**config.mk**
```make
export PLATFORM = sky130hd
export DESIGN_NAME = game_sequencer
export DESIGN_NICKNAME = d
export VERILOG_FILES = /design/src/rtl/game_pkg.sv /design/src/rtl/button_debounce.sv /design/src/rtl/game_sequencer.sv
export SDC_FILE = /design/constraint.sdc
export NUM_CORES = 1
export LEC_CHECK = 0
export CAP_MARGIN = 40
export CORE_AREA = 4 4 114 116
export CTS_CLUSTER_DIAMETER = 200
export CTS_CLUSTER_SIZE = 12
export DETAILED_ROUTE_END_ITERATION = 10
export DIE_AREA = 0 0 118 120
export GPL_TIMING_DRIVEN = 0
export PLACE_DENSITY = 0.46
export SLEW_MARGIN = 20
export SYNTH_ARGS = -nofsm -noshare
export SYNTH_HDL_FRONTEND = slang
export SYNTH_HIERARCHICAL = 1
export SYNTH_SLANG_ARGS = --single-unit
```
**constraint.sdc**
```tcl
create_clock -name clk -period 2 [get_ports clk]
set_clock_uncertainty 0.1 [all_clocks]
set_input_delay 0.5 -clock clk [delete_from_list [all_inputs] [get_ports clk]]
set_output_delay 0.5 -clock clk [all_outputs]
set_load 0.02 [all_outputs]
```
**src/rtl/game_pkg.sv**
```systemverilog
// game_pkg: shared state encoding, BCD sizing, default parameters and BCD increment helper
package game_pkg;
  typedef enum logic [1:0] {
    ST_IDLE  = 2'd0,
    ST_PLAY  = 2'd1,
    ST_PAUSE = 2'd2,
    ST_OVER  = 2'd3
  } state_e;
  localparam int BCD_W = 4;
  localparam int DIGITS = 4;
  localparam int DEF_DEBOUNCE_CYCLES = 500000;
  localparam int DEF_START_LIVES = 3;
  localparam int DEF_OVER_FRAMES = 120;
  function automatic logic [DIGITS*BCD_W-1:0] bcd_inc(input logic [DIGITS*BCD_W-1:0] v);
    logic [DIGITS*BCD_W-1:0] r;
    logic c;
    r = v;
    c = (v != 16'h9999);
    for (int i = 0; i < DIGITS; i++) begin
      if (c) begin
        if (r[i*BCD_W +: BCD_W] == BCD_W'(9)) r[i*BCD_W +: BCD_W] = '0;
        else begin
          r[i*BCD_W +: BCD_W] = r[i*BCD_W +: BCD_W] + BCD_W'(1);
          c = 1'b0;
        end
      end
    end
    return r;
  endfunction
endpackage

```
**src/rtl/button_debounce.sv**
```systemverilog
// button_debounce: 2-flop synchronizer, stable-count debouncer and one-cycle press pulse
module button_debounce import game_pkg::*; #(
  parameter int DEBOUNCE_CYCLES = DEF_DEBOUNCE_CYCLES
) (
  input  logic clk,
  input  logic rst_n,
  input  logic button,
  output logic press
);
  localparam int CW = $clog2(DEBOUNCE_CYCLES + 1);
  logic s1_q, s2_q;
  logic level_q, level_d;
  logic press_q, press_d;
  logic [CW-1:0] cnt_q, cnt_d;
  always_comb begin
    level_d = level_q;
    cnt_d = '0;
    if (s2_q != level_q) begin
      if (cnt_q == CW'(DEBOUNCE_CYCLES - 1)) level_d = s2_q;
      else cnt_d = cnt_q + CW'(1);
    end
    press_d = level_d & ~level_q;
  end
  always_ff @(posedge clk or negedge rst_n) begin
    if (!rst_n) begin
      s1_q <= 1'b0;
      s2_q <= 1'b0;
      level_q <= 1'b0;
      press_q <= 1'b0;
      cnt_q <= '0;
    end else begin
      s1_q <= button;
      s2_q <= s1_q;
      level_q <= level_d;
      press_q <= press_d;
      cnt_q <= cnt_d;
    end
  end
  assign press = press_q;
endmodule

```
**src/rtl/game_sequencer.sv**
```systemverilog
// game_sequencer: IDLE/PLAY/PAUSE/OVER game FSM with BCD score, lives and frame tick from vsync
module game_sequencer import game_pkg::*; #(
  parameter int DEBOUNCE_CYCLES = DEF_DEBOUNCE_CYCLES,
  parameter int START_LIVES = DEF_START_LIVES,
  parameter int OVER_FRAMES = DEF_OVER_FRAMES
) (
  input  logic        clk,
  input  logic        rst_n,
  input  logic        button,
  input  logic        vs,
  input  logic        hit,
  input  logic        miss,
  output logic        play_en,
  output logic [1:0]  state,
  output logic [15:0] score,
  output logic [1:0]  lives,
  output logic        frame_tick
);
  localparam int FW = $clog2(OVER_FRAMES + 1);
  state_e state_q, state_d;
  logic [15:0] score_q, score_d;
  logic [1:0] lives_q, lives_d;
  logic [FW-1:0] fcnt_q, fcnt_d;
  logic vs_s1_q, vs_s2_q, vs_p_q;
  logic [2:0] vld_q;
  logic frame_tick_q, frame_tick_d;
  logic press;
  button_debounce #(.DEBOUNCE_CYCLES(DEBOUNCE_CYCLES)) u_db (
    .clk(clk),
    .rst_n(rst_n),
    .button(button),
    .press(press)
  );
  // vld_q gates the edge detector until the vs pipeline holds real samples, so a low vs at reset release is not an edge
  always_comb begin
    frame_tick_d = vld_q[2] & vs_p_q & ~vs_s2_q;
    state_d = state_q;
    score_d = score_q;
    lives_d = lives_q;
    fcnt_d = fcnt_q;
    case (state_q)
      ST_IDLE: if (press) begin
        state_d = ST_PLAY;
        score_d = '0;
        lives_d = 2'(START_LIVES);
      end
      ST_PLAY: begin
        if (hit) score_d = bcd_inc(score_q);
        if (press) state_d = ST_PAUSE;
        if (miss) begin
          lives_d = lives_q - 2'd1;
          if (lives_q == 2'd1) begin
            state_d = ST_OVER;
            fcnt_d = '0;
          end
        end
      end
      ST_PAUSE: if (press) state_d = ST_PLAY;
      default: if (frame_tick_q) begin
        if (fcnt_q == FW'(OVER_FRAMES - 1)) state_d = ST_IDLE;
        else fcnt_d = fcnt_q + FW'(1);
      end
    endcase
  end
  always_ff @(posedge clk or negedge rst_n) begin
    if (!rst_n) begin
      state_q <= ST_IDLE;
      score_q <= '0;
      lives_q <= '0;
      fcnt_q <= '0;
      vs_s1_q <= 1'b1;
      vs_s2_q <= 1'b1;
      vs_p_q <= 1'b1;
      vld_q <= '0;
      frame_tick_q <= 1'b0;
    end else begin
      state_q <= state_d;
      score_q <= score_d;
      lives_q <= lives_d;
      fcnt_q <= fcnt_d;
      vs_s1_q <= vs;
      vs_s2_q <= vs_s1_q;
      vs_p_q <= vs_s2_q;
      vld_q <= {vld_q[1:0], 1'b1};
      frame_tick_q <= frame_tick_d;
    end
  end
  assign play_en = (state_q == ST_PLAY);
  assign state = state_q;
  assign score = score_q;
  assign lives = lives_q;
  assign frame_tick = frame_tick_q;
endmodule

```
; After elaboration in Yosys (flattened, before gate mapping)
; Index checks and enable logic that the tools add are counted.
[op_classes]
bitwise_logic = 6
muxes = 42
n_eq_ne = 21
addsub = 7
reduce_logical = 13
[op_table]
columns = operator, count
row1 = 19-bit 2-to-1 mux, 2
row2 = 16-bit 2-to-1 mux, 2
row3 = 4-bit 2-to-1 mux, 8
row4 = 16-bit case mux with 2 select lines, 1
row5 = 7-bit 2-to-1 mux, 4
row6 = 19-bit by 1-bit adder with 19-bit output (second input constant), 1
row7 = 19-bit equality test (second input constant), 1
row8 = 4-bit by 1-bit adder with 4-bit output (second input constant), 4
row9 = 4-bit equality test (second input constant), 4
row10 = 2-bit 2-to-1 mux, 8
row11 = 16-bit inequality test (second input constant), 1
row12 = 4-bit AND reduction, 4
row13 = 1-bit 2-to-1 mux, 14
row14 = 2-bit by 1-bit inequality test with 1-bit output (second input constant), 7
row15 = 7-bit case mux with 2 select lines, 1
row16 = 2-bit case mux with 2 select lines, 2
row17 = 7-bit by 1-bit adder with 7-bit output (second input constant), 1
row18 = 7-bit equality test (second input constant), 1
row19 = 2-bit inequality test (second input constant), 3
row20 = 3-bit AND reduction, 2
row21 = 3-bit nonzero test, 2
row22 = 5-bit AND reduction, 1
row23 = 2-bit by 1-bit equality test with 1-bit output (second input constant), 2
row24 = 2-bit nonzero test, 2
row25 = other kinds (7), 11
[totals]
regBits = 57
wordCells = 106
output_inout_bits = 22

; Logic depth before layout (Yosys ltp)
; Gate-level depths: netlist of the first run.
[depth]
depth_word = 14
depth_mapped = 7
mapped_depth_nobuf = 6

; By module
; Netlist of the first run, hierarchy kept.
[by_module_without_submodules]
columns = mod, cells_each, seq_area_each_um2, instances, area_each_um2
row1 = game_sequencer, 180, 854.6, 1, 1806.7
row2 = button_debounce, 110, 575.6, 1, 1118.6

; Worst setup path before layout of the first run
; No wires, ideal clock.
[synth_timing]
path_type = flip-flop to flip-flop
from = reg score_q[4] (netlist: score[4])
to = reg score_q[4] (netlist: score[4])
stages_incl_launch_ff = 7
synth_period_minus_slack_ps = 2161
arrival_time_ps = 1937
path_buffers = 1
path_slack_ps = -161
cell_sequence = dfrtp_1 -> ha_1 -> nand3b_4 -> or3_1 -> buf_2 -> o211ai_1 -> mux2_2
[synth_via]
elab_chain_cells = 6
elab_cells_between_ends = 12
classes_between = add/sub (1) / eq/ne (3) / mux (7) / reduce/logical (1)
[synth_lines]
columns = item, line_no
row1 = "start, declared", game_sequencer.sv:21  ; logic [15:0] score_q, score_d;
row2 = "start signal, assigned", game_sequencer.sv:78  ; score_q <= score_d;
row3 = 16-bit inequality test, game_pkg.sv:18  ; c = (v != 16'h9999);
row4 = 1-bit 2-to-1 mux, game_pkg.sv:20  ; if (c) begin
row5 = 1-bit 2-to-1 mux, game_sequencer.sv:48  ; if (hit) score_d = bcd_inc(score_q);
row6 = 1-bit 2-to-1 mux, game_sequencer.sv:41  ; case (state_q)
row7 = 2-bit by 1-bit inequality test with 1-bit output (no line), --
row8 = 4-bit AND reduction (no line), --
; Several ways; a longest one is shown, not always the timed one. The select of a mux whose other input is x is not followed.
; A chain may end at the register's enable or synchronous reset.

; Final worst setup path of the first run
[layout_timing]
from = reg score_q[5] (netlist: score[5])
to = reg score_q[4] (netlist: score[4])
; The elaborated chain is that of the path after synthesis.

==> results of run 1 <==
## layout by cell type (no fill, tap or decap), types with 3 or more instances in the layout
cell,netlist,final
o211ai_1,3,3
mux2i_1,4,3
dfstp_2,3,3
nand2_1,23,23
nand2b_1,4,3
nand4_1,12,12
inv_2,0,4
a31oi_1,3,3
and2_1,3,3
clkdlybuf4s50_1,0,6
o21ai_0,4,4
a21o_1,5,5
a21oi_1,10,10
dlygate4sd2_1,0,10
clkbuf_1,3,3
ha_1,9,5
ha_4,0,3
xnor2_1,13,13
nor4_1,7,6
clkbuf_8,0,3
dfrtp_1,54,47
nor3_1,12,12
nand3b_1,3,3
dfrtp_2,0,7
buf_4,0,23
nand3_1,13,13
xor2_1,6,6
clkbuf_16,0,9
inv_1,10,6
mux2_2,6,4
dlymetal6s2s_1,0,9
nor2_1,34,33
and3_1,5,5
## timing repair
action                                  CTS  global route
buffers inserted                          9            12
resized for setup                        33            21
pin swaps                                 5             3
hold buffers                              1             0
endpoints found under the setup margin   27            32
endpoints found under the hold margin    14             0
## metrics by stage
| step | std cells | hold WS, ns | setup WS, ns |
|---|---|---|---|
| 2_1_floorplan | 290 | 0.104 | -0.0600 |
| 3_3_place_gp | 464 | 0.233 | -1.84 |
| 3_5_place_dp | 465 | 0.235 | -0.606 |
| 4_1_cts | 490 | 0.246 | -0.0824 |
| 5_1_grt | 501 | 0.263 | -0.0473 |
| 6_report | 501 | 0.244 | 0.0116 |
## area by class of cell
| type | instances | share of cell area (%) |
|---|---|---|
| Buffer | 6 | 1.12 |
| Sequential cell | 57 | 35.8 |
| Multi-Input combinational cell | 215 | 38.3 |
| Clock inverter | 3 | 0.997 |
| Tap cell | 147 | 4.58 |
| Timing Repair Buffer | 50 | 11.8 |
| Inverter | 10 | 0.934 |
| Clock buffer | 13 | 6.48 |
## metal layers
metal  vias up  GRT usage, %  part of all wire [%]
li1       1164             -                     -
met1      1167          13.1                    47
met2        30          16.1                    48
met3         7          3.63                   3.6
met4         0          3.30                   1.3
met5         -             0                     0
## cells by family after synthesis
logic type                 after synthesis  synth area share [%]
DFF                                     57                  48.9
and+or+nand+nor                        136                  25.4
adders and majority gates                9                  3.85
other                                    1                 0.128
muxes                                   10                  3.68
AOI/OAI and AO/OA                       40                  9.84
buffers and inverters                   18                  2.48
xor gates and xnor gates                19                  5.69
## power by group through the flow
| stage | sequential, mW | combinational (mW) | clock (mW) |
|---|---|---|---|
| 3_3_place_gp | 1.54 | 1.07 | 0 |
| 2_1_floorplan | 1.60 | 0.605 | 0 |
| 5_1_grt | 1.54 | 1.35 | 1.64 |
| 4_1_cts | 1.52 | 1.18 | 1.57 |
| 3_5_place_dp | 1.54 | 1.10 | 0 |
| 6_report | 1.51 | 1.22 | 1.53 |
## flip-flops by register name, summed over array words and instances (netlist names), 2 cells and up
name        cells
fcnt_q          7
lives           2
score          16
state           2
u_db/cnt_q     19
vld_q           3
## worst max-delay path, cell delays in order (launching register included)
cell and delay [ns]:
dfrtp_2 0.40, inv_2 0.07, ha_4 0.13, nand3b_4 0.11, or3_4 0.44, o211ai_1 0.17, buf_4 0.15, mux2_4 0.29
## how the worst min path moves through the flow
stage	start	end	slack [ns]
finish	vld_q[1]	vld_q[2]	0.24
CTS	vld_q[1]	vld_q[2]	0.25
detailed placement	vld_q[1]	vld_q[2]	0.23
floorplan	rst_n	fcnt_q[0]	0.10
global placement	vld_q[0]	vld_q[1]	0.23
global route	u_db/s1_q	u_db/s2_q	0.26
==> results.tsv, run 1 <==
stage	metric	value	unit
sta	period_share	99.4	%
grt	grt_pass1_vias	2363	
synth	yosysTopAreaCell	dfrtp_1	
sta	hold_viol	0	
cts	cts_num_sinks	57	
grt	groute.usage.overall	10.2	%
worst_setup_path	r2r_cells	7	
grt	grt_max_degree	44	
sta	period_needed	1.99	ns
worst_setup_path	worst_ep_required_time	2.10	ns
worst_setup_path	crit_end	score[4]	
cts	cts_buffers	9	
flow_run	maxCapViolations	0	
cts	tritoncts	built	
sta	fmax	503	MHz
finish	design_area	0.00402	mm^2
worst_setup_path	path_max_fanout	5	
worst_setup_path	r2r-end	score[4]	
floorplanning	placementRows	40	
floorplanning	die_area	0.0142	mm^2
placed_design	gp_congestion	0.760	
finish	antenna_cells	0	
finish	n_fill_cell	1220	
worst_setup_path	start_kind	flop	
synth	synthCells	290	
cts	clk_latency	0.32	ns
route	viasPerCell	4.73	
finish	fin_util	33.7	%
synth	synth_nets	305	
synth	synth_flop_cell	dfrtp_1	
cts	cts-root-buf	clkbuf_16	
synth	synthTopCellsByCount	54 x dfrtp_1, 34 x nor2_1, 23 x nand2_1, 13 x nand3_1, 13 x xnor2_1	
floorplanning	die_x	118	um
route	dr_total_vias	2368	
power	p_per_area	1060	mW/mm^2
worst_hold_path	hold_class	reg2reg	
status	status	completed	
worst_setup_path	critical_path.endpoint_type	flop	
worst_setup_path	critPathLaunch	score[5]	
cts	clockBufferDepth	2	
synth	ys_types	56	
grt	grt_overflow	0	
finish	final-seq-area	0.00144	mm^2
route	remaining_drc_errors	0	
route	dr.pass1.iters	4	
worst_setup_path	path_class	reg2reg	
synth	synth_edf_count	0	
synth	syn_area	0.00293	mm^2
power	p_seq_share	35.4	%
synth	synthMostInstantiatedCell	dfrtp_1	
cts	clk_pin_slew	0.05	ns
worst_setup_path	cp.arrival	2.09	ns
sta	setup_tns	0	ns
worst_setup_path	rrSetupSlack	0.01	ns
sta	rsz0062_at_grt	true	
synth	synthTopCellsByArea	dfrtp_1 46%, nor2_1 4.4%, xnor2_1 3.9%	
sta	final_max_slew_viol_count	0	
power	power_switching	1.35	mW
route	drt_iter0_drc	132	
power	comb_power_share	28.6	%
synth	synth_top_cell_area_share	46.2	%
worst_setup_path	r2r_start	score[5]	
route	ant_nets	0	
synth	synthArstFlopShare	100	%
synth	ys_seq_area_share	48.9	%
power	clkPwrFrac	36.0	%
power	p_int	2.91	mW
finish	drive_above_1_share	24.0	%
synth	syn_avg_cell_area	10.1	um^2
power	finalPower	4.26	mW
placed_design	port_buffers	27	
power	leakage	1.86	nW
route	routed_wl	6790	um
grt	antenna_found_initial	0	
worst_hold_path	hold_depth	0	
route	wire_per_inst	13.6	um
cts	htreeDepth	3	
finish	layout.nets	364	
placed_design	hpwl	4690	um
placed_design	post_dp_cell_area	0.00344	mm^2
finish	synthToLayoutAreaGrowth	37.3	%
power	p_sw_share	31.7	%
grt	grt_pass1_wl	11800	um
power	peakVddDrop	0.000390	V
sta	setup_violations	0	
floorplanning	die_y	120	um
floorplanning	start_util	24.6	%
synth	synth_warnings	6	
floorplanning	ioPinCount	28	
finish	multiInputGateArea	0.00154	mm^2
floorplanning	coreArea	0.0119	mm^2
synth	ys_ff_latch	57	
(Power assumes the default switching activity.)
==> run 2: changes to the inputs <==
- CORE_AREA: 4 4 114 116 -> 4 4 126 104
- DIE_AREA: 0 0 118 120 -> 0 0 130 108
==> run 2 against run 1 <==
- the flow now finishes with violations (negative setup slack)
- design area grew 0.34%
- final cell count grew 0.60%
- core utilization grew 0.17 points
- highest routed layer unchanged
- sequential power is essentially flat
- first-iteration DRC count grew 13%
==> results.tsv, run 2 (synthesis gave the netlist of run 1 again) <==
stage	metric	value	unit	change
grt	grt_pass1_vias	2288		was 2,363
finish	antenna_cells	0		unchanged
cts	cts_buffers	9		unchanged
cts	htreeDepth	3		unchanged
placed_design	hpwl	4710	um	was 4690 um
worst_setup_path	cp.arrival	2.17	ns	was 2.09 ns
cts	tritoncts	built		unchanged
flow_run	maxCapViolations	0		unchanged
sta	final_max_slew_viol_count	0		unchanged
route	viasPerCell	4.62		was 4.73
placed_design	post_dp_cell_area	0.00345	mm^2	was 0.00344 mm^2
route	dr.pass1.iters	4		unchanged
finish	synthToLayoutAreaGrowth	37.8	%	was 37.3%
worst_setup_path	start_kind	flop		unchanged
power	peakVddDrop	0.000408	V	was 0.000390 V
cts	clockBufferDepth	2		unchanged
placed_design	gp_congestion	0.776		was 0.760
finish	layout_commonest_cell	dfrtp_1		unchanged
worst_setup_path	path_max_fanout	4		was 5
cts	cts_num_sinks	57		unchanged
status	violations	negative setup slack		
route	ant_nets	0		unchanged
placed_design	dp_cells	470		was 465
sta	fin_ws	-0.0679	ns	was 0.0116 ns
cts	clk_latency	0.32	ns	about the same
route	remaining_drc_errors	0		unchanged
cts	cts-root-buf	clkbuf_16		unchanged
power	p_per_area	1080	mW/mm^2	was 1060 mW/mm^2
grt	grt_overflow	0		unchanged
sta	setup_violations	3		was 0
finish	fin_util	33.9	%	was 33.7%
finish	layout.cells.most_common_list	47 x dfrtp_1, 33 x nor2_1, 23 x nand2_1		was 47 x dfrtp_1, 33 x nor2_1, 23 x nand2_1, 23 x buf_4
worst_setup_path	worst_ep_required_time	2.10	ns	about the same
floorplanning	ioPinCount	28		unchanged
finish	largest_register	u_db/cnt_q		unchanged
sta	hold_viol	0		unchanged
finish	finalNonFillerCells	504		was 501
floorplanning	start_util	24.6	%	about the same
finish	design_area	0.00403	mm^2	was 0.00402 mm^2
floorplanning	coreArea	0.0119	mm^2	about the same
floorplanning	die_y	108	um	was 120 um
status	status	finished, violations left		was completed
sta	fmax	484	MHz	was 503 MHz
route	drt_iter0_drc	149		was 132
cts	clk_pin_slew	0.05	ns	about the same
floorplanning	die_x	130	um	was 118 um
sta	setup_tns	-0.153	ns	was 0 ns
floorplanning	die_area	0.0140	mm^2	was 0.0142 mm^2
worst_setup_path	critical_path.endpoint_type	flop		unchanged
grt	grt_max_degree	48		was 44
grt	grt_pass1_wl	11600	um	was 11,800 um
finish	largest_reg_flops	19		unchanged
sta	period_share	103	%	was 99.4%
worst_hold_path	hold_class	reg2reg		unchanged
worst_setup_path	path_class	reg2reg		unchanged
grt	antenna_found_initial	0		unchanged
sta	period_needed	2.07	ns	was 1.99 ns
route	wire_per_inst	13.7	um	was 13.6 um
route	dr_total_vias	2330		was 2,368
power	finalPower	4.37	mW	was 4.26 mW
grt	groute.usage.overall	10.4	%	was 10.2%
floorplanning	placementRows	36		was 40
placed_design	port_buffers	27		unchanged
sta	rsz0062_at_grt	true		unchanged
finish	drive_above_1_share	24.7	%	was 24.0%
finish	layout.nets	362		was 364
route	routed_wl	6890	um	was 6790 um
power	leakage	1.90	nW	was 1.86 nW
-- run 2: cell types whose count changed in the layout (fill, tap and decap cells not counted), sizes merged --
cell | previous run | this run
buf | 27 | 25
clkbuf | 16 | 18
clkdlybuf4s50 | 6 | 5
clkinv | 2 | 0
dlymetal6s2s | 9 | 10
-- run 2: through the flow --
stage                     hold slack [ns]  setup slack (ns)
final                               0.249           -0.0679
after global routing                0.262            -0.136
after CTS                           0.249           -0.0789
after detailed placement            0.236            -0.618
after global placement              0.233             -1.86
after floorplan                     0.104           -0.0600
-- run 2: metal layers --
metal	global-route usage [%]	wire (um)	vias up
met5	0	0	-
met4	4.45	78	0
met3	1.93	258	8
met2	15.2	3040	38
met1	15.1	3510	1129
li1	-	-	1155
-- run 2: worst max-delay path: stages, from the launching register on --
cell and delay [ns]:
dfrtp_2 0.41, inv_2 0.06, ha_4 0.13, nand3b_4 0.08
or3_1 0.39, buf_6 0.14, o211ai_1 0.27, mux2_2 0.37
-- run 2: final timing paths --
check / startpoint / endpoint / slack [ns] / depth (start not counted)
max: score[1] / score[5] / -0.07 / 7
min: u_db/s1_q / u_db/s2_q / 0.25 / 0
max reg2reg: score[1] / score[5] / -0.07 / 7
min reg2reg: u_db/s1_q / u_db/s2_q / 0.25 / 0
max in group asynchronous: rst_n / vs_s1_q / 0.80 / 3
min in group asynchronous: rst_n / fcnt_q[4] / 0.47 / 2
-- run 2: where the power goes --
part	internal, mW	switching [mW]
logic	0.546	0.659
registers	1.33	0.192
clock network	1.13	0.507
total	3.01	1.36
-- run 2: what timing repair did --
action,in CTS,in global routing
hold endpoints to repair,10,0
hold buffers,1,0
buffers inserted,9,9
endpoints found under the setup margin,27,34
pin swaps,5,4
resized for setup,31,20
-- run 2: cell type report --
| class | instances | area [um^2] |
|---|---|---|
| multi-input combinational | 215 | 1530 |
| fill | 1212 | 7860 |
| sequential | 57 | 1440 |
| timing repair buffer | 47 | 450 |
| tap | 152 | 190 |
| clock inverter | 1 | 30.0 |
| clock buffer | 15 | 298 |
| buffer | 7 | 53.8 |
| inverter | 10 | 37.5 |
==> run 3: changes to the inputs <==
- SKIP_CTS_REPAIR_TIMING: unset -> 1
==> run 3 against run 2 <==
- the flow still finishes with violations (negative setup slack)
- final cell count up 0.60%
- setup slack lost 0.068 ns
- power shrank 0.31%
- highest routed layer unchanged
- die area unchanged
- register-to-register slack lost 0.07 ns
- sequential cell count is the same
- fmax shrank 3.2%
- largest cell class unchanged
- combinational power about the same
==> results.tsv, run 3 (synthesis gave the netlist of run 1 again) <==
stage	metric	value	unit	change
worst_setup_path	path_class	reg2reg		unchanged
placed_design	port_buffers	27		unchanged
grt	grt_pass1_vias	2234		was 2,288
grt	grt_max_degree	48		unchanged
grt	groute.usage.overall	10.2	%	was 10.4%
worst_setup_path	r2r-end	score[5]		unchanged
power	leakage	2.00	nW	was 1.90 nW
route	dr.pass1.iters	4		unchanged
placed_design	gp_congestion	0.776		unchanged
worst_setup_path	critical_path.endpoint_type	flop		unchanged
finish	fin_util	34.3	%	was 33.9%
sta	period_share	107	%	was 103%
worst_hold_path	hold_end	u_db/s2_q		unchanged
worst_hold_path	hold_depth	0		unchanged
finish	multiInputGateArea	0.00152	mm^2	was 0.00153 mm^2
cts	clockBufferDepth	2		unchanged
finish	largest_reg_flops	19		unchanged
floorplanning	die_x	130	um	unchanged
grt	antenna_found_initial	0		unchanged
sta	fmax	468	MHz	was 484 MHz
sta	hold_viol	0		unchanged
sta	period_needed	2.14	ns	was 2.07 ns
cts	cts-root-buf	clkbuf_16		unchanged
cts	htreeDepth	3		unchanged
finish	synthToLayoutAreaGrowth	39.4	%	was 37.8%
placed_design	hpwl	4710	um	unchanged
status	violations	negative setup slack		unchanged
route	viasPerCell	4.58		was 4.62
placed_design	post_dp_cell_area	0.00345	mm^2	unchanged
grt	grt_pass1_wl	11400	um	was 11,600 um
power	finalPower	4.35	mW	was 4.37 mW
flow_run	maxCapViolations	0		unchanged
route	remaining_drc_errors	0		unchanged
worst_setup_path	worst_ep_required_time	2.10	ns	about the same
sta	fin_ws	-0.136	ns	was -0.0679 ns
route	drt_iter0_drc	171		was 149
finish	layout.cells.most_common_list	47 x dfrtp_1, 33 x nor2_1, 23 x nand2_1		unchanged
floorplanning	start_util	24.6	%	unchanged
worst_setup_path	path_cells	inv_2 > ha_4 > nand3b_4 > or3_1 > buf_6 > o211ai_1 > mux2_2		unchanged
finish	n_fill_cell	1203		was 1,212
floorplanning	placementRows	36		unchanged
worst_hold_path	worstHoldStart	u_db/s1_q		unchanged
power	peakVddDrop	0.000410	V	was 0.000408 V
grt	grt_overflow	0		unchanged
finish	layout_commonest_cell	dfrtp_1		unchanged
power	p_per_area	1070	mW/mm^2	was 1080 mW/mm^2
floorplanning	die_area	0.0140	mm^2	unchanged
route	ant_nets	0		unchanged
cts	clk_pin_slew	0.05	ns	about the same
worst_setup_path	r2r_start	score[1]		unchanged
finish	layout.nets	365		was 362
sta	timing.hold.ws	0.249	ns	about the same
cts	clk_latency	0.32	ns	about the same
sta	setup_violations	6		was 3
worst_setup_path	start_kind	flop		unchanged
cts	cts_buffers	9		unchanged
cts	cts_num_sinks	57		unchanged
worst_hold_path	hold_class	reg2reg		unchanged
floorplanning	coreArea	0.0119	mm^2	unchanged
route	dr_total_vias	2324		was 2,330
floorplanning	ioPinCount	28		unchanged
route	routed_wl	6800	um	was 6890 um
sta	final_max_slew_viol_count	0		unchanged
cts	tritoncts	built		unchanged
floorplanning	die_y	108	um	unchanged
worst_setup_path	path_max_fanout	6		was 4
worst_setup_path	slowest_delay	0.42	ns	was 0.41 ns
worst_setup_path	r2r_cells	7		unchanged
route	wire_per_inst	13.4	um	was 13.7 um
worst_setup_path	cp.arrival	2.24	ns	was 2.17 ns
worst_setup_path	rrSetupSlack	-0.14	ns	was -0.07 ns
finish	largest_register	u_db/cnt_q		unchanged
worst_setup_path	crit_slowest_cell	dfrtp_2		unchanged
finish	drive_above_1_share	23.9	%	was 24.7%
finish	antenna_cells	0		unchanged
sta	rsz0062_at_grt	true		unchanged
finish	design_area	0.00408	mm^2	was 0.00403 mm^2
status	status	finished, violations left		unchanged
finish	final-seq-area	0.00144	mm^2	unchanged
-- run 3: worst max path at each step --
stage | from | endpoint | slack (ns)
floorplan | score[5] | score[4] | -0.06
global placement | rst_n | score[5] | -1.86
detailed placement | state[0] | play_en | -0.62
CTS | state[0] | play_en | -0.97
global route | score[1] | score[5] | -0.19
finish | score[1] | score[5] | -0.14
-- run 3: per-stage QoR --
step	std cells	setup TNS [ns]	worst slack (ns)
floorplan	290	-0.145	-0.0600
global placement	469	-99.45	-1.86
detailed placement	470	-7.07	-0.618
CTS	486	-3.37	-0.969
global route	507	-1.04	-0.191
finish	507	-0.453	-0.136
-- run 3: power by group --
group | switching [mW] | total [mW] | internal, mW
Sequential | 0.198 | 1.53 | 1.33
Clock | 0.500 | 1.63 | 1.13
Combinational | 0.647 | 1.19 | 0.545
-- run 3: metal layers --
layer	GRT usage, %	routed length, um	vias up	part of all wire, %
li1	-	-	1163	-
met4	4.45	112	0	1.6
met2	14.9	2920	40	43
met5	0	0	-	0
met3	1.93	208	9	3.1
met1	14.8	3550	1112	52
-- run 3: final cells by class --
class	instances	share of cell area (%)
clock inverters	1	0.736
repair buffers	50	12.5
multi-input cells	215	37.2
well taps	152	4.66
plain buffers	7	1.41
inverters	10	0.921
clock buffers	15	7.30
flip-flops and latches	57	35.3
-- run 3: critical path: cells and delay by family, from the launching register on --
| kind | cells | cell delay [ns] |
|---|---|---|
| mux | 1 | 0.37 |
| simple gates | 2 | 0.49 |
| flops | 1 | 0.42 |
| fa+ha+maj | 1 | 0.13 |
| buf+inv | 2 | 0.21 |
| compound gates | 1 | 0.29 |
